<file path="config.mk">
export PLATFORM = sky130hd
export DESIGN_NAME = uart_transmitter
export DESIGN_NICKNAME = d
export VERILOG_FILES = /design/src/rtl/uart_pkg.sv /design/src/rtl/uart_baud_gen.sv /design/src/rtl/uart_transmitter.sv
export SDC_FILE = /design/constraint.sdc
export NUM_CORES = 1
export LEC_CHECK = 0
export ABC_AREA = 0
export ABC_CLOCK_PERIOD_IN_PS = 3100
export CORE_ASPECT_RATIO = 1.2
export CORE_MARGIN = 3
export CORE_UTILIZATION = 57
export DETAILED_ROUTE_END_ITERATION = 12
export GPL_TIMING_DRIVEN = 0
export PLACE_DENSITY = 0.8
export SETUP_SLACK_MARGIN = 0.05
export SLEW_MARGIN = 20
export SYNTH_ARGS = -nofsm -noshare
export SYNTH_HDL_FRONTEND = slang
export SYNTH_SLANG_ARGS = --single-unit
</file>
<file path="constraint.sdc">
create_clock -name clk -period 3.1 [get_ports clk]
set_clock_uncertainty 0.05 [all_clocks]
set_input_delay 0.93 -clock clk [delete_from_list [all_inputs] [get_ports clk]]
set_output_delay 0.93 -clock clk [all_outputs]
set_load 0.02 [all_outputs]
</file>
<file path="src/rtl/uart_pkg.sv">
// Shared UART definitions: state encoding, frame width and baud divisor helper.
package uart_pkg;

  localparam int unsigned DATA_BITS = 8;

  typedef enum logic [2:0] {
    ST_IDLE   = 3'd0,
    ST_START  = 3'd1,
    ST_DATA   = 3'd2,
    ST_PARITY = 3'd3,
    ST_STOP   = 3'd4
  } tx_state_e;

  function automatic int unsigned clks_per_bit(input int unsigned clk_freq,
                                               input int unsigned baud_rate);
    return clk_freq / baud_rate;
  endfunction

endpackage

</file>
<file path="src/rtl/uart_baud_gen.sv">
// Bit-period counter: counts 0..CLKS_PER_BIT-1 and flags the last cycle of each bit.
module uart_baud_gen #(
  parameter int unsigned CLKS_PER_BIT = 10
) (
  input  logic clk,
  input  logic rst_n,
  input  logic clear_i,
  output logic bit_tick_c_o,
  output logic tick_next_c_o
);

  localparam int unsigned CNT_W = (CLKS_PER_BIT > 1) ? $clog2(CLKS_PER_BIT) : 1;
  localparam logic [CNT_W-1:0] CNT_MAX = CNT_W'(CLKS_PER_BIT - 1);

  logic [CNT_W-1:0] cnt_q;
  logic [CNT_W-1:0] cnt_d;

  always_comb begin
    cnt_d = cnt_q + CNT_W'(1);
    if (clear_i || (cnt_q == CNT_MAX)) begin
      cnt_d = '0;
    end
  end

  always_ff @(posedge clk or negedge rst_n) begin
    if (!rst_n) begin
      cnt_q <= '0;
    end else begin
      cnt_q <= cnt_d;
    end
  end

  // tick_next lets the owner register a flag that lines up with the tick cycle
  assign bit_tick_c_o  = (cnt_q == CNT_MAX);
  assign tick_next_c_o = (cnt_d == CNT_MAX);

endmodule

</file>
<file path="src/rtl/uart_transmitter.sv">
// 8N1 UART transmitter triggered by the rising edge of a debounced button level.
// Define UART_TX_PARITY_EN to insert an even-parity bit between data and stop.
module uart_transmitter
  import uart_pkg::*;
#(
  parameter int unsigned CLK_FREQ  = 100000000,
  parameter int unsigned BAUD_RATE = 9600
) (
  input  logic                 clk,
  input  logic                 rst_n,
  input  logic                 transmit,
  input  logic [DATA_BITS-1:0] data_in,
  output logic                 tx,
  output logic                 busy,
  output logic                 done
);

  localparam int unsigned CLKS_PER_BIT = clks_per_bit(CLK_FREQ, BAUD_RATE);
  localparam int unsigned BIT_IDX_W    = 3;
  localparam logic [BIT_IDX_W-1:0] LAST_BIT = BIT_IDX_W'(DATA_BITS - 1);

  tx_state_e              state_q, state_d;
  logic [DATA_BITS-1:0]   shift_q, shift_d;
  logic [BIT_IDX_W-1:0]   bit_idx_q, bit_idx_d;
  logic                   transmit_q;
  logic                   tx_q, tx_d;
  logic                   busy_q, busy_d;
  logic                   done_q, done_d;
  logic                   start_c;
  logic                   baud_clr_c;
  logic                   bit_tick_c;
  logic                   tick_next_c;
`ifdef UART_TX_PARITY_EN
  logic                   parity_q, parity_d;
`endif

  assign start_c = transmit & ~transmit_q;

  uart_baud_gen #(
    .CLKS_PER_BIT (CLKS_PER_BIT)
  ) u_baud_gen (
    .clk           (clk),
    .rst_n         (rst_n),
    .clear_i       (baud_clr_c),
    .bit_tick_c_o  (bit_tick_c),
    .tick_next_c_o (tick_next_c)
  );

  // Outputs are computed from next-state values so the registers line up with the state
  always_comb begin
    state_d    = state_q;
    shift_d    = shift_q;
    bit_idx_d  = bit_idx_q;
    baud_clr_c = 1'b0;
`ifdef UART_TX_PARITY_EN
    parity_d   = parity_q;
`endif
    case (state_q)
      ST_IDLE: begin
        baud_clr_c = 1'b1;
        if (start_c) begin
          shift_d   = data_in;
          bit_idx_d = '0;
          state_d   = ST_START;
`ifdef UART_TX_PARITY_EN
          parity_d  = ^data_in;
`endif
        end
      end
      ST_START: begin
        if (bit_tick_c) state_d = ST_DATA;
      end
      ST_DATA: begin
        if (bit_tick_c) begin
          shift_d   = shift_q >> 1;
          bit_idx_d = bit_idx_q + BIT_IDX_W'(1);
          if (bit_idx_q == LAST_BIT) begin
`ifdef UART_TX_PARITY_EN
            state_d = ST_PARITY;
`else
            state_d = ST_STOP;
`endif
          end
        end
      end
`ifdef UART_TX_PARITY_EN
      ST_PARITY: begin
        if (bit_tick_c) state_d = ST_STOP;
      end
`endif
      ST_STOP: begin
        if (bit_tick_c) state_d = ST_IDLE;
      end
      default: state_d = ST_IDLE;
    endcase

    tx_d   = 1'b1;
    busy_d = (state_d != ST_IDLE);
    done_d = (state_d == ST_STOP) && tick_next_c;
    case (state_d)
      ST_START:  tx_d = 1'b0;
      ST_DATA:   tx_d = shift_d[0];
`ifdef UART_TX_PARITY_EN
      ST_PARITY: tx_d = parity_d;
`endif
      default:   tx_d = 1'b1;
    endcase
  end

  always_ff @(posedge clk or negedge rst_n) begin
    if (!rst_n) begin
      state_q    <= ST_IDLE;
      shift_q    <= '0;
      bit_idx_q  <= '0;
      transmit_q <= 1'b0;
      tx_q       <= 1'b1;
      busy_q     <= 1'b0;
      done_q     <= 1'b0;
`ifdef UART_TX_PARITY_EN
      parity_q   <= 1'b0;
`endif
    end else begin
      state_q    <= state_d;
      shift_q    <= shift_d;
      bit_idx_q  <= bit_idx_d;
      transmit_q <= transmit;
      tx_q       <= tx_d;
      busy_q     <= busy_d;
      done_q     <= done_d;
`ifdef UART_TX_PARITY_EN
      parity_q   <= parity_d;
`endif
    end
  end

  assign tx   = tx_q;
  assign busy = busy_q;
  assign done = done_q;

endmodule

</file>
**Word level (Yosys, flattened, before mapping)**

Cells that the tools add are included.

- Word-level logic and storage cells: 45
- Bits in registers: 32

- Eq/ne operators: 11
- Add/subtract/negate cells: 2
- Muxes and demuxes: 15
- Reduce and logical (&&, ||, !) cells: 6
- Bitwise logic cells: 2

Operators with widths:

| kind | count |
|---|---|
| $eq A14 B14 Y1 const B | 2 |
| $mux W3 | 7 |
| $mux W8 | 2 |
| $pmux W8 S2 | 1 |
| $add A14 B1 Y14 const B | 1 |
| $mux W14 | 1 |
| $pmux W3 S4 | 1 |
| $eq A3 B3 Y1 const B | 3 |
| $eq A3 B1 Y1 const B | 2 |
| $eq A3 B2 Y1 const B | 2 |
| $pmux W3 S2 | 1 |
| $ne A2 B2 Y1 const B | 2 |
| $add A3 B1 Y3 const B | 1 |
| $logic_not A3 Y1 | 1 |
| $reduce_and A3 Y1 | 1 |
| $reduce_bool A3 Y1 | 1 |
| $pmux W1 S2 | 1 |
| $reduce_bool A2 Y1 | 1 |
| $and A1 B1 Y1 | 1 |
| $logic_and A1 B1 Y1 | 1 |
| $logic_or A1 B1 Y1 | 1 |
| $mux W1 | 1 |
| $not A1 Y1 | 1 |

**Depth between registers and ports, before layout**

Gate-level depths: netlist of run 1.

- Depth in word-level cells: 6
- Mapped depth: 7

**Cells and area by module**

From an unflattened synthesis of run 1, not the netlist that was laid out.

- Cells, all modules: 143
- Area total of the unflattened synthesis: 1596.5 um^2

Modules (own cells, without submodules):

| module | instances | area an instance (um^2) | cells each | sequential area each (um^2) |
|---|---|---|---|---|
| uart_transmitter | 1 | 827.0 | 64 | 451.7 |
| uart_baud_gen | 1 | 769.5 | 79 | 350.3 |

**Worst setup path before layout of run 1**

No wires, ideal clock.

- Path kind: reg2reg
- Start point: register u_baud_gen.cnt_q[8]
- End point: register bit_idx_q[0]
- Setup slack: 1051 ps
- Buffers on the path: 0
- Cell stages (with the launch flop): 5
- Library setup time: 125 ps
- Clock period less this slack: 2049 ps
- Data required time: 2925 ps
- Data arrival time: 1874 ps
- Path through: dfrtp_1 > or4b_4 > nor4_4 > a31oi_4 > mux2_2

- Cells in the longest elaborated chain, start to end: 3

RTL lines:

| element | RTL line | source |
|---|---|---|
| start: declaration | uart_baud_gen.sv:15 | `logic [CNT_W-1:0] cnt_q;` |
| start signal: assignment | uart_baud_gen.sv:29 | `cnt_q <= cnt_d;` |
| $eq A14 B14 Y1 | uart_baud_gen.sv:34 | `assign bit_tick_c_o = (cnt_q == CNT_MAX);` |
| $ne A2 B2 Y1 (no source line) | - |  |
| $reduce_and A3 Y1 (no source line) | - |  |
| end signal: assignment | uart_transmitter.sv:125 | `bit_idx_q <= bit_idx_d;` |
| end: declaration | uart_transmitter.sv:24 | `logic [BIT_IDX_W-1:0] bit_idx_q, bit_idx_d;` |

No other way between the ends.
A chain may end at the register's enable or synchronous reset.

**Final worst setup path of run 1**

- Start point: register tx_q, in the netlist tx
- End point: output port tx

RTL lines:

| element | RTL line | source |
|---|---|---|
| start: declaration | uart_transmitter.sv:26 | `logic tx_q, tx_d;` |
| start signal: assignment | uart_transmitter.sv:127 | `tx_q <= tx_d;` |
| end: declaration | uart_transmitter.sv:13 | `output logic tx,` |

No word-level cell between the ends.

==> results of run 1 <==
[cells by family (layout without fill, tap and decap cells)]
logic type                 after synthesis  in the layout  share of synthesized area
and+or+nand+nor                         82             82                      0.265
AOI/OAI and AO/OA                       31             31                      0.131
buffers and inverters                   12             33                     0.0332
adders and majority gates                3              3                     0.0226
muxes                                    1              1                    0.00679
DFF                                     32             32                      0.483
xor gates and xnor gates                11             11                     0.0581
[layer usage]
| metal | routed length (um) | global-route usage | vias to the layer above |
|---|---|---|---|
| li1 | - | - | 654 |
| met3 | 169 | 0.0589 | 12 |
| met1 | 1360 | 0.223 | 642 |
| met5 | 0 | 0 | - |
| met2 | 1750 | 0.377 | 36 |
| met4 | 114 | 0.128 | 0 |
[cells in the final DEF, fill, tap and decap left out, drive strengths merged, types with 2 or more instances in the layout]
cell | synthesis | final
dfrtp | 31 | 31
nand2 | 25 | 25
nor2 | 17 | 17
clkdlybuf4s50 | 0 | 12
clkbuf | 4 | 12
nand3 | 7 | 7
xnor2 | 7 | 7
o21ai | 7 | 7
a22oi | 7 | 7
a21oi | 6 | 6
inv | 5 | 5
nor2b | 5 | 5
and3 | 5 | 5
nand4 | 4 | 4
nor3 | 4 | 4
xor2 | 4 | 4
buf | 3 | 4
ha | 3 | 3
nor4 | 3 | 3
a211oi | 2 | 2
nand2b | 2 | 2
nor4b | 2 | 2
[Yosys cell counts, drive strengths merged (2+ instances only)]
master / n / area share
inv: 5 / 0.011
nor2b: 5 / 0.019
ha: 3 / 0.023
and3: 5 / 0.020
xnor2: 7 / 0.037
nor4: 3 / 0.020
a211oi: 2 / 0.0090
nor3: 4 / 0.012
nand3: 7 / 0.021
nor4b: 2 / 0.011
nand2b: 2 / 0.0075
nor2: 17 / 0.038
o21ai: 7 / 0.021
buf: 3 / 0.013
nand4: 4 / 0.015
clkbuf: 4 / 0.0090
a22oi: 7 / 0.032
dfrtp: 31 / 0.47
nand2: 25 / 0.057
a21oi: 6 / 0.018
xor2: 4 / 0.021
[power breakdown]
part	switching, mW	internal, mW
clock	0.145	0.133
sequential	0.0530	0.480
combinational	0.122	0.0938
[state kept, by name, indices dropped and copies added (netlist names)]
signal / cells
u_baud_gen.cnt_q: 14
busy: 1
tx: 1
shift_q: 8
done: 1
state_q: 3
transmit_q: 1
bit_idx_q: 3
[final timing paths]
| kind | depth (start not counted) | startpoint | end |
|---|---|---|---|
| max reg2reg | 5 | u_baud_gen.cnt_q[8]$_DFF_PN0_ | tx$_DFF_PN1_ |
| min in group asynchronous | 1 | rst_n | u_baud_gen.cnt_q[4]$_DFF_PN0_ |
| max in group asynchronous | 1 | rst_n | bit_idx_q[0]$_DFFE_PN0P_ |
| min reg2reg | 2 | shift_q[4]$_DFFE_PN0P_ | shift_q[4]$_DFFE_PN0P_ |
| max | 1 | tx$_DFF_PN1_ | tx |
| min | 2 | shift_q[4]$_DFFE_PN0P_ | shift_q[4]$_DFFE_PN0P_ |
[stage by stage]
step | utilization | hold WS [ns]
2_1_floorplan | - | 0.384
3_3_place_gp | 0.690 | 0.401
3_5_place_dp | 0.688 | 0.403
4_1_cts | 0.714 | 0.439
5_1_grt | 0.714 | 0.471
6_report | 0.714 | 0.436
[cell type report]
cell class | instances | area, um^2
flip-flops and latches | 32 | 802
multi-input cells | 128 | 802
fillers | 215 | 758
repair buffers | 13 | 125
clock buffers | 8 | 68.8
well taps | 33 | 41.3
plain buffers | 7 | 36.3
inverters | 5 | 18.8
==> metrics, run 1 <==
Worst Setup End Kind=output pin; leakage power=0.808 nW; Post-synth ARST share=1.00; DPL Wire Length=2430 um; Max H-tree Level=2; total grt overflow=0; total CTS buffers=5; Critical Path RT=2.12 ns; Post-CTS Repair Setup Buffers=0; ANT cells=0; startpoint types=flop; synthesized instance count=172; Post-Syn Area=0.00166 mm^2; crit-path cells=clkdlybuf4s50_1; Fin. Hold Viols=0; relative slew slack=0.529; Die W=approximately 55 um; Final period util=0.783; area grow syn2layout=14.2%; TritonCTS clock tree=built; Cell Rows=20; Post-Route WL=3400 um; worst endpoint data arrival time=~1.5 ns; Max Cap Viol=0; Mean Syn Cell Area=a little under 10 um^2; Routed Antenna Nets=0; hold_buf cts=0; via count=1344; Yosys cell types=43; fin cells=226; Initial DRC Count=39; Min Clock Period, post-route=2.43 ns; Post-route DRC=0; Hold Crit Class=flop to flop; Setup Crit Path Kind=flop to output pin; Yosys reg bits=32; CTS root buffer=clkbuf_4; Post-layout nets=206; num ports=14; global placement routability congestion=0.878; post-CTS sizing=0; Port-buffer cells=13; status=finished, final reports clean; initial antenna violation count=0; delay-heaviest family, CP=buffers and inverters; gr usage total=0.212; initial core utilization=0.625; Pwr Density=542 mW/mm^2; Worst-Skew Late Latency=0.35 ns; Mapped Nets=roughly 190; slowest CP cell=clkdlybuf4s50_1; Post-synth EDFFs=0; floorplan core area=0.00265 mm^2; Die Span Y=65.1 um; dpl cells=approximately 220; slowest stage delay, CP=about 0.6 ns; Slew Limit Fails=0; Via density=5.95; Max Buffers Root-to-Sink=2; Worst VDD drop=slightly below 0.5 mV; reg2reg setup slack=0.77 ns; Yosys warning total=0; DR pass1 iterations=4; Seq/Total Area, Yosys=0.483; Worst-path clk slew=0.10 ns; full die area=about 0.0036 mm^2; Fin Setup TNS=0 ns; worst setup margin=0.672 ns; first-pass GRT wire length=5880 um; Num Clock Sinks=32; maximum fanout along the worst path=1; wire per inst=approximately 15 um; Final setup viols=0; setup slack after placement=0.458 ns; largest net degree at the start of global routing=33; total power=1.03 mW; fraction of layout cells with a size suffix above 1=0.109; WP buf/inv=1; vias in the first global route=between 1000 and 1500; max frequency=0.412 GHz; Synth Flop Type=dfrtp_1; fin area=0.00189 mm^2; Post-DP Area=0.00183 mm^2; RSZ-0062 raised after global routing=false; Slew @ Worst Pin=0.706 ns
(Power assumes the default switching activity.)
==> run 2, diff against run 1 <==
--- a/config.mk
+++ b/config.mk
@@ -6,13 +6,13 @@
 export NUM_CORES = 1
 export LEC_CHECK = 0
 export ABC_AREA = 0
-export ABC_CLOCK_PERIOD_IN_PS = 3100
+export ABC_CLOCK_PERIOD_IN_PS = 2150
 export CORE_ASPECT_RATIO = 1.2
 export CORE_MARGIN = 3
-export CORE_UTILIZATION = 57
+export CORE_UTILIZATION = 51
 export DETAILED_ROUTE_END_ITERATION = 12
 export GPL_TIMING_DRIVEN = 0
-export PLACE_DENSITY = 0.8
+export PLACE_DENSITY = 0.75
 export SETUP_SLACK_MARGIN = 0.05
 export SLEW_MARGIN = 20
 export SYNTH_ARGS = -nofsm -noshare
==> constraint.sdc (replaced) <==
create_clock -name clk -period 2.15 [get_ports clk]
set_clock_uncertainty 0.05 [all_clocks]
set_input_delay 0.645 -clock clk [delete_from_list [all_inputs] [get_ports clk]]
set_output_delay 0.645 -clock clk [all_outputs]
set_load 0.02 [all_outputs]
==> run 2 against run 1 <==
Core utilization decreased by 5.5 points. First-iteration DRC count increased by 54%. Sequential cell count unchanged. Sequential share of layout area decreased by 2.7 points. Final cell count increased by 4.4%. Critical endpoint is now state_q[1]$_DFF_PN0_.
==> metrics, run 2 (synthesis results as in run 1) <==
status=finished, final reports clean; Slew @ Worst Pin=0.699 ns (-0.00672 ns); Port-buffer cells=13 (unchanged); Worst R2R Path Depth=6 (+1); biggest regs=u_baud_gen.cnt_q x14, shift_q x8; Post-route DRC=0 (unchanged); initial core utilization=0.538 (-0.0873); Num Clock Sinks=32 (unchanged); Routed Antenna Nets=0 (unchanged); Largest register FFs=14 (unchanged); Hold Crit Class=input pin to async pin; commonest non-fill, non-tap cells in the layout=dfrtp_1, nand2_1, nor2_1; full die area=0.00398 mm^2 (+11%); DPL Wire Length=2410 um (-0.79%); gr usage total=0.202 (-0.0105); via count=1375 (+2.3%); leakage power=0.865 nW (+7.1%); Initial DRC Count=60 (+54%); floorplan core area=0.00308 mm^2 (+16%); Via density=5.83 (-2.0%); relative slew slack=0.534 (+0.00448); CP endpoint=state_q[1]$_DFF_PN0_; Hold Worst Slack=0.295 ns (-0.141 ns); Reg with most FFs=u_baud_gen.cnt_q; RSZ-0062 raised after global routing=true; Fin. Hold Viols=0 (unchanged); Die W=58.1 um (+5.1%); Cell Rows=22 (+10%); wire per inst=15.3 um (+1.5%); Final period util=0.963; vias in the first global route=1377 (+2.2%); Worst-path clk slew=0.10 ns (about the same); Worst Setup End Kind=flop; TritonCTS clock tree=built; first-pass GRT wire length=5930 um (+0.95%); Fin Setup TNS=0 ns (unchanged); num ports=14 (unchanged); reg2reg start=u_baud_gen.cnt_q[8]$_DFF_PN0_; Worst VDD drop=0.780 mV (+57%); Worst-Skew Late Latency=0.34 ns (about the same); Post-layout nets=213 (+3.4%); Max H-tree Level=2 (unchanged); largest net degree at the start of global routing=33 (unchanged); CTS root buffer=clkbuf_4; Post-Route WL=3600 um (+6.0%); Slew Limit Fails=0 (unchanged); initial antenna violation count=0 (unchanged); ANT cells=0 (unchanged); reg2reg setup slack=0.08 ns (-0.69 ns); DR pass1 iterations=4 (unchanged); Die Span Y=68.5 um (+5.2%); Critical Path RT=2.32 ns (+0.20 ns); max frequency=between 0.4 and 0.5 GHz; startpoint types=flop; Max Buffers Root-to-Sink=2 (unchanged); global placement routability congestion=0.812 (-7.5%); hold_buf cts=0 (unchanged); Setup Crit Path Kind=flop to flop; Final setup viols=0 (unchanged); most common cell after layout, fill and taps aside=dfrtp_1; maximum fanout along the worst path=5 (+4); worst endpoint data arrival time=2.24 ns (+0.79 ns); Min Clock Period, post-route=2.07 ns; Max Cap Viol=0 (unchanged); Pwr Density=791 mW/mm^2 (+46%); Worst Setup SP=u_baud_gen.cnt_q[8]$_DFF_PN0_; total CTS buffers=5 (unchanged); total grt overflow=0 (unchanged); fraction of layout cells with a size suffix above 1=0.190 (+0.0812); worst r2r dst=state_q[1]$_DFF_PN0_; area grow syn2layout=22.4%
[run 2: layer usage]
metal  wire (um)  share of wire  GRT usage  up-vias
met1        1440           0.40      0.207      665
li1            -              -          -      667
met3         142          0.039     0.0566       13
met5           0              0          0        -
met4         102          0.028      0.122        0
met2        1910           0.53      0.364       30
[run 2: worst min-delay path by stage]
stage	slack (ns)	end	cells past startpoint
after floorplan	0.30	bit_idx_q[0]$_DFFE_PN0P_	0
after global placement	0.40	shift_q[0]$_DFF_PN0_	2
after detailed placement	0.41	shift_q[0]$_DFF_PN0_	2
after CTS	0.31	shift_q[6]$_DFFE_PN0P_	1
after global routing	0.33	shift_q[6]$_DFFE_PN0P_	1
final	0.29	state_q[0]$_DFF_PN0_	1
[run 2: worst max-delay path, stage by stage (launching register included)]
cell and delay (ns):
dfrtp_2 0.45, or4b_4 0.56, nor4_4 0.26, buf_4 0.19, a211oi_1 0.09, a31o_1 0.23, nor2b_1 0.13
[run 2: repair_timing]
action,CTS,global route
endpoints found under the setup margin,27,22
resized for setup,6,9
pin swaps,1,3
cloned,0,1
buffers inserted,2,5
[run 2: cell type report]
type / instances / area [um^2]
inverters: 5 / 18.8
plain buffers: 6 / 36.3
well taps: 36 / 45.0
flip-flops and latches: 32 / 806
clock buffers: 7 / 65.1
clock inverters: 1 / 30.0
multi-input cells: 129 / 853
fillers: 264 / 1050
repair buffers: 20 / 176
[run 2: power breakdown]
part           switching, mW  internal (mW)  leakage, nW
Sequential            0.0767          0.692        0.411
Clock                  0.210          0.309       0.0515
Combinational          0.179          0.139        0.402
[run 2: stage by stage]
stage / cell area [um^2] / util / instances / setup slack (ns) / total power [mW]
after floorplan: 1660 / - / 172 / 0.101 / 0.979
after global routing: 2030 / 0.659 / 236 / 0.0220 / 1.69
after global placement: 1830 / 0.595 / 221 / -0.205 / 1.07
after detailed placement: 1830 / 0.593 / 221 / -0.206 / 1.08
after CTS: 1950 / 0.633 / 231 / 0.00379 / 1.60
final: 2030 / 0.659 / 236 / 0.0797 / 1.61
